## config.mk

```make
export PLATFORM = sky130hd
export DESIGN_NAME = rlbp_seq_ctrl
export DESIGN_NICKNAME = d
export VERILOG_FILES = /design/src/rtl/rlbp_pkg.sv /design/src/rtl/rlbp_seq_ctrl.sv
export SDC_FILE = /design/constraint.sdc
export NUM_CORES = 1
export LEC_CHECK = 0
export BUFFER_PORTS_ARGS = -buffer_cell sky130_fd_sc_hd__buf_2
export CAP_MARGIN = 0
export CORE_MARGIN = 2
export CORE_UTILIZATION = 25
export CTS_BUF_LIST = sky130_fd_sc_hd__clkbuf_16
export CTS_CLUSTER_SIZE = 30
export DETAILED_ROUTE_END_ITERATION = 8
export SYNTH_ARGS = -nofsm -noshare
export SYNTH_HDL_FRONTEND = slang
export SYNTH_SLANG_ARGS = --single-unit
```

## constraint.sdc

```tcl
create_clock -name clk -period 3.9 [get_ports clk]
set_input_delay 0.39 -clock clk [delete_from_list [all_inputs] [get_ports clk]]
set_output_delay 0.39 -clock clk [all_outputs]
set_load 0.01 [all_outputs]
```

## src/rtl/rlbp_pkg.sv

```systemverilog
// Shared types and constants for the rlbp sequencer.
package rlbp_pkg;

  typedef enum logic [2:0] {IDLE, LOAD, START, WAIT, READ, OUT} state_t;

  localparam int WIN_PIX = 9;  // pixels per window
  localparam int ROWS    = 3;  // delay chains in the core
  localparam int NSEL    = 4;  // data_out nibbles per result

  // Delay-chain enable for window pixel k: three consecutive pixels per row.
  function automatic logic [ROWS-1:0] row_ce(input logic [3:0] k);
    if (k < 4'(WIN_PIX / ROWS))          row_ce = 3'b001;
    else if (k < 4'(2 * WIN_PIX / ROWS)) row_ce = 3'b010;
    else                                 row_ce = 3'b100;
  endfunction

endpackage

```

## src/rtl/rlbp_seq_ctrl.sv

```systemverilog
// Sequencer for the rlbp core: loads a 9-pixel window, starts the core,
// waits for done with a timeout, then collects four data_out nibbles.
module rlbp_seq_ctrl
  import rlbp_pkg::*;
#(
  parameter int PIX_W  = 4,
  parameter int TMO_W  = 8,
  parameter int SETTLE = 1
) (
  input  logic               clk,
  input  logic               rst_n,
  input  logic               enable,
  input  logic               abort,
  input  logic               pix_valid,
  output logic               pix_ready,
  input  logic [PIX_W-1:0]   pix_data,
  output logic [PIX_W-1:0]   rlbp_d,
  output logic [2:0]         rlbp_ce,
  output logic               rlbp_start,
  input  logic               rlbp_done,
  output logic [1:0]         rlbp_sel,
  input  logic [PIX_W-1:0]   rlbp_dout,
  output logic               res_valid,
  input  logic               res_ready,
  output logic [4*PIX_W-1:0] res_data,
  output logic               busy,
  output logic               tmo_err
);

  // Timeout fires on the cycle whose increment would reach 2**TMO_W-1.
  localparam logic [TMO_W-1:0] TMO_LAST = {{(TMO_W-1){1'b1}}, 1'b0};
  localparam logic [TMO_W-1:0] TMO_ONE  = TMO_W'(1);
  localparam logic [1:0]       SET_LAST = 2'(SETTLE);

  state_t           state_q, state_d;
  logic [3:0]       pix_cnt;
  logic [1:0]       sel_cnt;
  logic [1:0]       set_cnt;
  logic [TMO_W-1:0] tmo_cnt;

  logic hs, last_pix, tmo_hit, step_done, rd_last;

  assign hs        = pix_valid & pix_ready;
  assign last_pix  = hs && (pix_cnt == 4'(WIN_PIX - 1));
  assign tmo_hit   = (tmo_cnt == TMO_LAST);
  assign step_done = (set_cnt == SET_LAST);
  assign rd_last   = step_done && (sel_cnt == 2'(NSEL - 1));

  assign rlbp_sel  = sel_cnt;
  assign busy      = (state_q != IDLE);

  // State register.
  always_ff @(posedge clk or negedge rst_n) begin
    if (!rst_n) state_q <= IDLE;
    else        state_q <= state_d;
  end

  // Next-state logic; abort overrides every other transition.
  always_comb begin
    state_d = state_q;
    case (state_q)
      IDLE:    if (enable) state_d = LOAD;
      LOAD:    if (last_pix) state_d = START;
      START:   state_d = WAIT;
      WAIT:    if (rlbp_done) state_d = READ;
               else if (tmo_hit) state_d = IDLE;
      READ:    if (rd_last) state_d = OUT;
      OUT:     if (res_ready) state_d = IDLE;
      default: state_d = IDLE;
    endcase
    if (abort) state_d = IDLE;
  end

  // Counters and registered outputs; ce/start are single-cycle pulses.
  always_ff @(posedge clk or negedge rst_n) begin
    if (!rst_n) begin
      pix_ready  <= 1'b0;
      rlbp_d     <= '0;
      rlbp_ce    <= '0;
      rlbp_start <= 1'b0;
      res_valid  <= 1'b0;
      res_data   <= '0;
      tmo_err    <= 1'b0;
      pix_cnt    <= '0;
      sel_cnt    <= '0;
      set_cnt    <= '0;
      tmo_cnt    <= '0;
    end else begin
      rlbp_ce    <= '0;
      rlbp_start <= 1'b0;
      if (abort) begin
        pix_ready <= 1'b0;
        res_valid <= 1'b0;
        pix_cnt   <= '0;
        sel_cnt   <= '0;
        set_cnt   <= '0;
        tmo_cnt   <= '0;
      end else begin
        case (state_q)
          IDLE: begin
            pix_cnt <= '0;
            if (enable) pix_ready <= 1'b1;
          end
          LOAD: if (hs) begin
            rlbp_d  <= pix_data;
            rlbp_ce <= row_ce(pix_cnt);
            pix_cnt <= pix_cnt + 4'd1;
            if (pix_cnt == 4'd0) tmo_err <= 1'b0;
            if (last_pix) begin
              pix_ready <= 1'b0;
              pix_cnt   <= '0;
            end
          end
          START: begin
            rlbp_start <= 1'b1;
            tmo_cnt    <= '0;
          end
          WAIT: begin
            tmo_cnt <= tmo_cnt + TMO_ONE;
            if (rlbp_done) begin
              sel_cnt <= '0;
              set_cnt <= '0;
            end else if (tmo_hit) begin
              tmo_err <= 1'b1;
            end
          end
          READ: begin
            if (step_done) begin
              res_data[int'(sel_cnt)*PIX_W +: PIX_W] <= rlbp_dout;
              set_cnt <= '0;
              if (rd_last) res_valid <= 1'b1;
              else         sel_cnt   <= sel_cnt + 2'd1;
            end else begin
              set_cnt <= set_cnt + 2'd1;
            end
          end
          OUT: if (res_ready) res_valid <= 1'b0;
          default: ;
        endcase
      end
    end
  end

endmodule
```

### Yosys cells after proc, flatten, opt, wreduce, memory -nomap -nowiden

Cells that the tools add are included.

| word-level totals | value |
|---|---|
| bits of input ports | 15 |
| bits in registers | 46 |
| output and inout port bits | 30 |
| word-level logic and storage cells | 109 |

| operators by class | value |
|---|---|
| multiplexer cells | 45 |
| $add $sub $neg | 5 |
| equality and inequality tests | 22 |
| reductions and logical operators | 19 |
| $lt $le $gt $ge | 2 |
| shifts and indexed selects | 2 |
| bitwise gates (word level) | 2 |

Operators with widths:

| kind | count |
|---|---|
| 2-to-1 mux 3 bit | 12 |
| negator 4 -> 33 bit | 1 |
| variable shift 4 x 33 -> 16 bit, first input constant | 1 |
| indexed part select 4 x 33 -> 16 bit | 1 |
| inequality test 3 bit, second input constant | 8 |
| one-hot mux 3 bit (6 select lines) | 1 |
| bitwise mux 16 bit | 1 |
| one-hot mux 8 bit (2 select lines) | 1 |
| nonzero test 3 bit | 5 |
| 2-to-1 mux 1 bit | 14 |
| 2-to-1 mux 2 bit | 6 |
| 2-to-1 mux 4 bit | 3 |
| AND reduction 4 bit | 3 |
| adder 8 x 1 -> 8 bit, second input constant | 1 |
| equality test 8 bit, second input constant | 1 |
| 2-to-1 mux 8 bit | 1 |
| inequality test 2 bit, second input constant | 4 |
| one-hot mux 2 bit (2 select lines) | 2 |
| one-hot mux 4 bit (2 select lines) | 1 |
| equality test 3 x 2 -> 1 bit, second input constant | 2 |
| equality test 3 bit, second input constant | 2 |
| one-hot mux 1 bit (2 select lines) | 3 |
| AND reduction 3 bit | 2 |
| AND reduction 6 bit | 1 |
| 17 further kinds | 20 |

### Longest topological paths before layout

| logic depth | value |
|---|---|
| word-level depth | 6 |
| mapped depth | 6 |
| gate-level depth less buffers | 6 |

### Least setup slack after synthesis

No wires, ideal clock.

| timing | value |
|---|---|
| kind | register -> register |
| from | register sel_cnt[0], in the netlist rlbp_sel[0] |
| to | register state_q[1] |
| period minus slack after synthesis | 1615 ps |
| data required time | 3773 ps |
| arrival | 1488 ps |
| slack | 2285 ps |
| buffers on the path | 0 |
| library setup time | 127 ps |
| stages on the path, launching flop included | 6 |
| cell sequence | dfrtp_1 > ha_1 > and4bb_2 > and4b_1 > a211oi_1 > or2_2 |

| on the way | value |
|---|---|
| cells in the longest elaborated chain, start to end | 4 |

Ends and longest elaborated chain:

| item | RTL line | source |
|---|---|---|
| start: declaration | rlbp_seq_ctrl.sv:37 | `logic [1:0] sel_cnt;` |
| start signal: assignment | rlbp_seq_ctrl.sv:132 | `else sel_cnt <= sel_cnt + 2'd1;` |
| equality test 2 bit | rlbp_seq_ctrl.sv:47 | `assign rd_last = step_done && (sel_cnt == 2'(NSEL - 1));` |
| logical AND 1 bit | rlbp_seq_ctrl.sv:47 |  |
| inequality test 3 bit (no source line) | - |  |
| AND reduction 5 bit (no source line) | - |  |
| end signal: assignment | rlbp_seq_ctrl.sv:55 | `else state_q <= state_d;` |
| end: declaration | rlbp_seq_ctrl.sv:35 | `state_t state_q, state_d;` |

No other way between the ends.
A chain may end at the register's enable or synchronous reset.

### Final worst setup path

| timing | value |
|---|---|
| from | register state_q[1] |
| to | register state_q[0] |

| on the way | value |
|---|---|
| cells in the longest elaborated chain, start to end | 3 |
| elaborated cells on any way between the ends | 14 |
| classes of those cells | eq/ne (10); mux (2); reduce/logical (2) |

Ends and longest elaborated chain:

| item | RTL line | source |
|---|---|---|
| equality test 3 x 2 -> 1 bit (tied with other cells) | rlbp_seq_ctrl.sv:61 | `case (state_q)` |
| inequality test 4 bit (no source line) (tied with other cells) | - |  |
| AND reduction 5 bit (no source line) or 2-to-1 mux 3 bit (tied branches) | - |  |

Several ways; a longest one is shown, not always the timed one.

==> metrics <==
result of the run=finished clean; IO Pins=45; Initial Utilization=25.5%; number of nets at the end of the flow=313; Worst R2R Start=state_q[1]; worst relative slew slack=31.1%; length of the first detailed-routing pass in iterations=5; first-pass GRT wire length=8800 µm; post-synthesis compound-gate area fraction=16.6%; share of cell area taken by muxes after synthesis=1.40%; remaining global-route overflow=0; placeable core region=9150 µm²; GRT met1 Usage=14.8%; Netlist Area Pre-Place=2330 µm²; post-cts resize count=0; number of max-cap violations=0; final-report max-slew violation count=0; Critical Path Source=state_q[1]; number of antenna-violating nets in the routed design=0; gate family responsible for the most delay along the worst path=flip-flops; share of flip-flops with an asynchronous set or reset after synthesis=100%; Critical Path Sink Type=flip-flop; final weighted congestion in routability-driven placement=0.804; die height=101 µm; Die Span X=101 µm; number of placed instances with taps included=393; basic-gate share of the synthesized area counting and, or, nand and nor cells=23.3%; antenna violations before repair=0; Worst setup SP type=flip-flop; total count of hold-check failures in the final report=0; Post-CTS Setup Bufs=0; Skew-Pair Late Insertion Delay=280 ps; library cells used by synthesis=49; Max Fanout on Critical Path=14; buffers and inverters on the worst path=0; startpoint-to-endpoint class of the critical path=reg2reg; DRC=0; cells after synthesis=244; register bit count reported by yosys=46; register-to-register setup slack=1940 ps; net count after synthesis=268; worst endpoint data arrival time=2120 ps; GRT met2 Usage=17.1%; hold buffer count at cts=0; leading register cell type out of synthesis=sky130_fd_sc_hd__dfrtp_1; largest stage delay on the critical path=640 ps; Synth-to-Final Area Change=20.8%; TritonCTS clock tree=yes; Total Negative Setup Slacks=0 ps; sequential-to-total area share from yosys stat=49.4%; chain of cells forming the critical path=nand4bb_1, a311oi_1, a211oi_1, mux2i_1; count of placed standard cells in the final layout, fillers left out=401; largest buffer count on any clock path=2; area of the die=10100 µm²; minimum period implied by the final worst setup slack=1960 ps; synthesized-area fraction occupied by adder cells=4.83%; P_leak=1.34 nW; Slowest-stage cell, CP=sky130_fd_sc_hd__dfrtp_1; worst-case clock skew=4.22 ps; count of routing violations after the opening detailed-route iteration=99; EDFF count, synth=0; fraction of layout instances using a drive strength above 1=21.4%; number of buffers created by CTS=5; classification of the worst-slack hold path=in2async; clock transition at the registers of the reported paths=60 ps; transition time of the tightest slew-check pin=1030 ps; final setup violation count=0; number of rows in the core area=35; routed via count=1876; clock root buffer master=sky130_fd_sc_hd__clkbuf_16; total wire length=5160 µm; global routing usage summed across all routing layers=10.9%; required time of the critical path=4060 ps; clock sink count=46; maximum number of pins on one net before global-route repair=47; Most Used Layer, Global Route=met2; Worst IR Drop VDD=0.233 mV; RSZ-0062 raised after global routing=no; XOR/XNOR Fraction of Synth Area=1.13%; H-tree levels=2; Routed wire per std cell=12.9 µm; vias per cell=4.68; power density of the placed cells=462 nW/µm²; max frequency=509 MHz; Tcrit/Tclk final=50.3%; mean cell area of the mapped netlist=9.55 µm²; yosys synthesis warning count=0; Diodes inserted=0; Post-DP HPWL=3800 µm; count of input and output buffers=44; vias in the first global route=1835; largest family of logic cells by synthesized area=simple AND/OR/NAND/NOR gates; met3 layer usage reported by global route=2.64%
==> flip-flops by register name, indices dropped and copies added, names as in the netlist <==
signal      count
res_valid       1
rlbp_d          4
pix_cnt         4
set_cnt         2
state_q         3
pix_ready       1
rlbp_ce         3
tmo_cnt         8
res_data       16
rlbp_start      1
tmo_err         1
rlbp_sel        2
==> per-stage QoR <==
| step | worst slack, ps | util [%] | hold slack [ps] | power, mW | cell area [µm²] |
|---|---|---|---|---|---|
| finish | 1940 | 30.8 | 275 | 1.30 | 2820 |
| CTS | 1940 | 30.8 | 291 | 1.32 | 2820 |
| detailed placement | 1950 | 29.0 | 468 | 0.839 | 2650 |
| global route | 1750 | 30.8 | 308 | 1.38 | 2820 |
| global placement | 2030 | 29.0 | 456 | 0.832 | 2650 |
| floorplan | 2280 | - | 94.4 | 0.761 | 2330 |
==> cell type report <==
class | instances | area (µm²)
inverters | 11 | 41.3
fillers | 974 | 6340
clock buffers | 5 | 125
flip-flops and latches | 46 | 1150
clock inverters | 3 | 37.5
repair buffers | 44 | 220
well taps | 111 | 139
multi-input cells | 181 | 1100
==> final timing paths <==
path                                   end  cells after the start
worst max-delay path            state_q[0]                      4
max in group asynchronous       tmo_cnt[6]                      1
worst min-delay path            pix_cnt[0]                      1
min in group clk                 rlbp_d[2]                      3
worst max register to register  state_q[0]                      4
worst min register to register   rlbp_d[1]                      2
==> cells in the mapped netlist, drive strengths merged, types with 2 or more instances <==
cell | number | area (µm²)
xor2 | 3 | 26.3
a22o | 3 | 26.3
a211oi | 2 | 15.0
clkbuf | 2 | 7.51
o21bai | 2 | 15.0
or2 | 2 | 12.5
nor4b | 3 | 47.5
a21oi | 5 | 28.8
nand2 | 57 | 214
nor2 | 11 | 41.3
nor3 | 2 | 10.0
nand3 | 11 | 55.1
mux2 | 2 | 22.5
and4b | 2 | 20.0
o21ai | 28 | 140
a311oi | 2 | 17.5
dfrtp | 46 | 1150
and2 | 5 | 31.3
a21bo | 2 | 20.0
a2111oi | 2 | 30.0
a31oi | 3 | 18.8
nor2b | 3 | 18.8
ha | 9 | 113
inv | 11 | 41.3
nor3b | 3 | 22.5
nand2b | 2 | 12.5
buf | 4 | 28.8
==> cells by family (layout without fill, tap and decap cells) <==
family,after synthesis,count (layout)
flip-flops,46,46
AO/OA/AOI/OAI,58,58
AND/OR/NAND/NOR,108,108
adder cells (fa/ha/maj),9,9
multiplexers,3,3
buffers and inverters,17,63
XOR/XNOR,3,3
==> placed cells by master, fill, tap and decap left out, types with 2 or more instances in the layout <==
cell type                   Yosys  layout
sky130_fd_sc_hd__o21bai_1       2       2
sky130_fd_sc_hd__buf_2          2      44
sky130_fd_sc_hd__a2111oi_2      2       2
sky130_fd_sc_hd__nand2b_1       2       2
sky130_fd_sc_hd__a31oi_1        3       3
sky130_fd_sc_hd__clkbuf_16      0       5
sky130_fd_sc_hd__and2_1         5       5
sky130_fd_sc_hd__mux2_2         2       2
sky130_fd_sc_hd__or2_2          2       2
sky130_fd_sc_hd__dfrtp_1       46      46
sky130_fd_sc_hd__nand2_1       57      57
sky130_fd_sc_hd__xor2_1         3       3
sky130_fd_sc_hd__ha_1           9       9
sky130_fd_sc_hd__and4b_1        2       2
sky130_fd_sc_hd__nor3b_1        3       3
sky130_fd_sc_hd__nor2b_1        3       3
sky130_fd_sc_hd__o21ai_0       28      28
sky130_fd_sc_hd__nor3_1         2       2
sky130_fd_sc_hd__a211oi_1       2       2
sky130_fd_sc_hd__nand3_1       11      11
sky130_fd_sc_hd__a21bo_2        2       2
sky130_fd_sc_hd__nor2_1        11      11
sky130_fd_sc_hd__inv_1         11      13
sky130_fd_sc_hd__a22o_1         3       3
sky130_fd_sc_hd__a311oi_1       2       2
sky130_fd_sc_hd__a21oi_1        4       4
==> report_power, final <==
| group | switching, mW | leakage (nW) | total [mW] | internal (mW) |
|---|---|---|---|---|
| sequential | 0.0644 | 0.635 | 0.581 | 0.517 |
| combinational | 0.142 | 0.624 | 0.246 | 0.104 |
| clock | 0.176 | 0.0864 | 0.473 | 0.298 |
| total | 0.382 | 1.34 | 1.30 | 0.919 |
==> per-layer routing <==
metal / vias to the layer above / routed length [µm]
li1: 951 / -
met1: 876 / 2580
met2: 42 / 2320
met3: 7 / 217
met4: 0 / 50
met5: - / 0
Note: power is estimated with default switching activity, not from simulation.
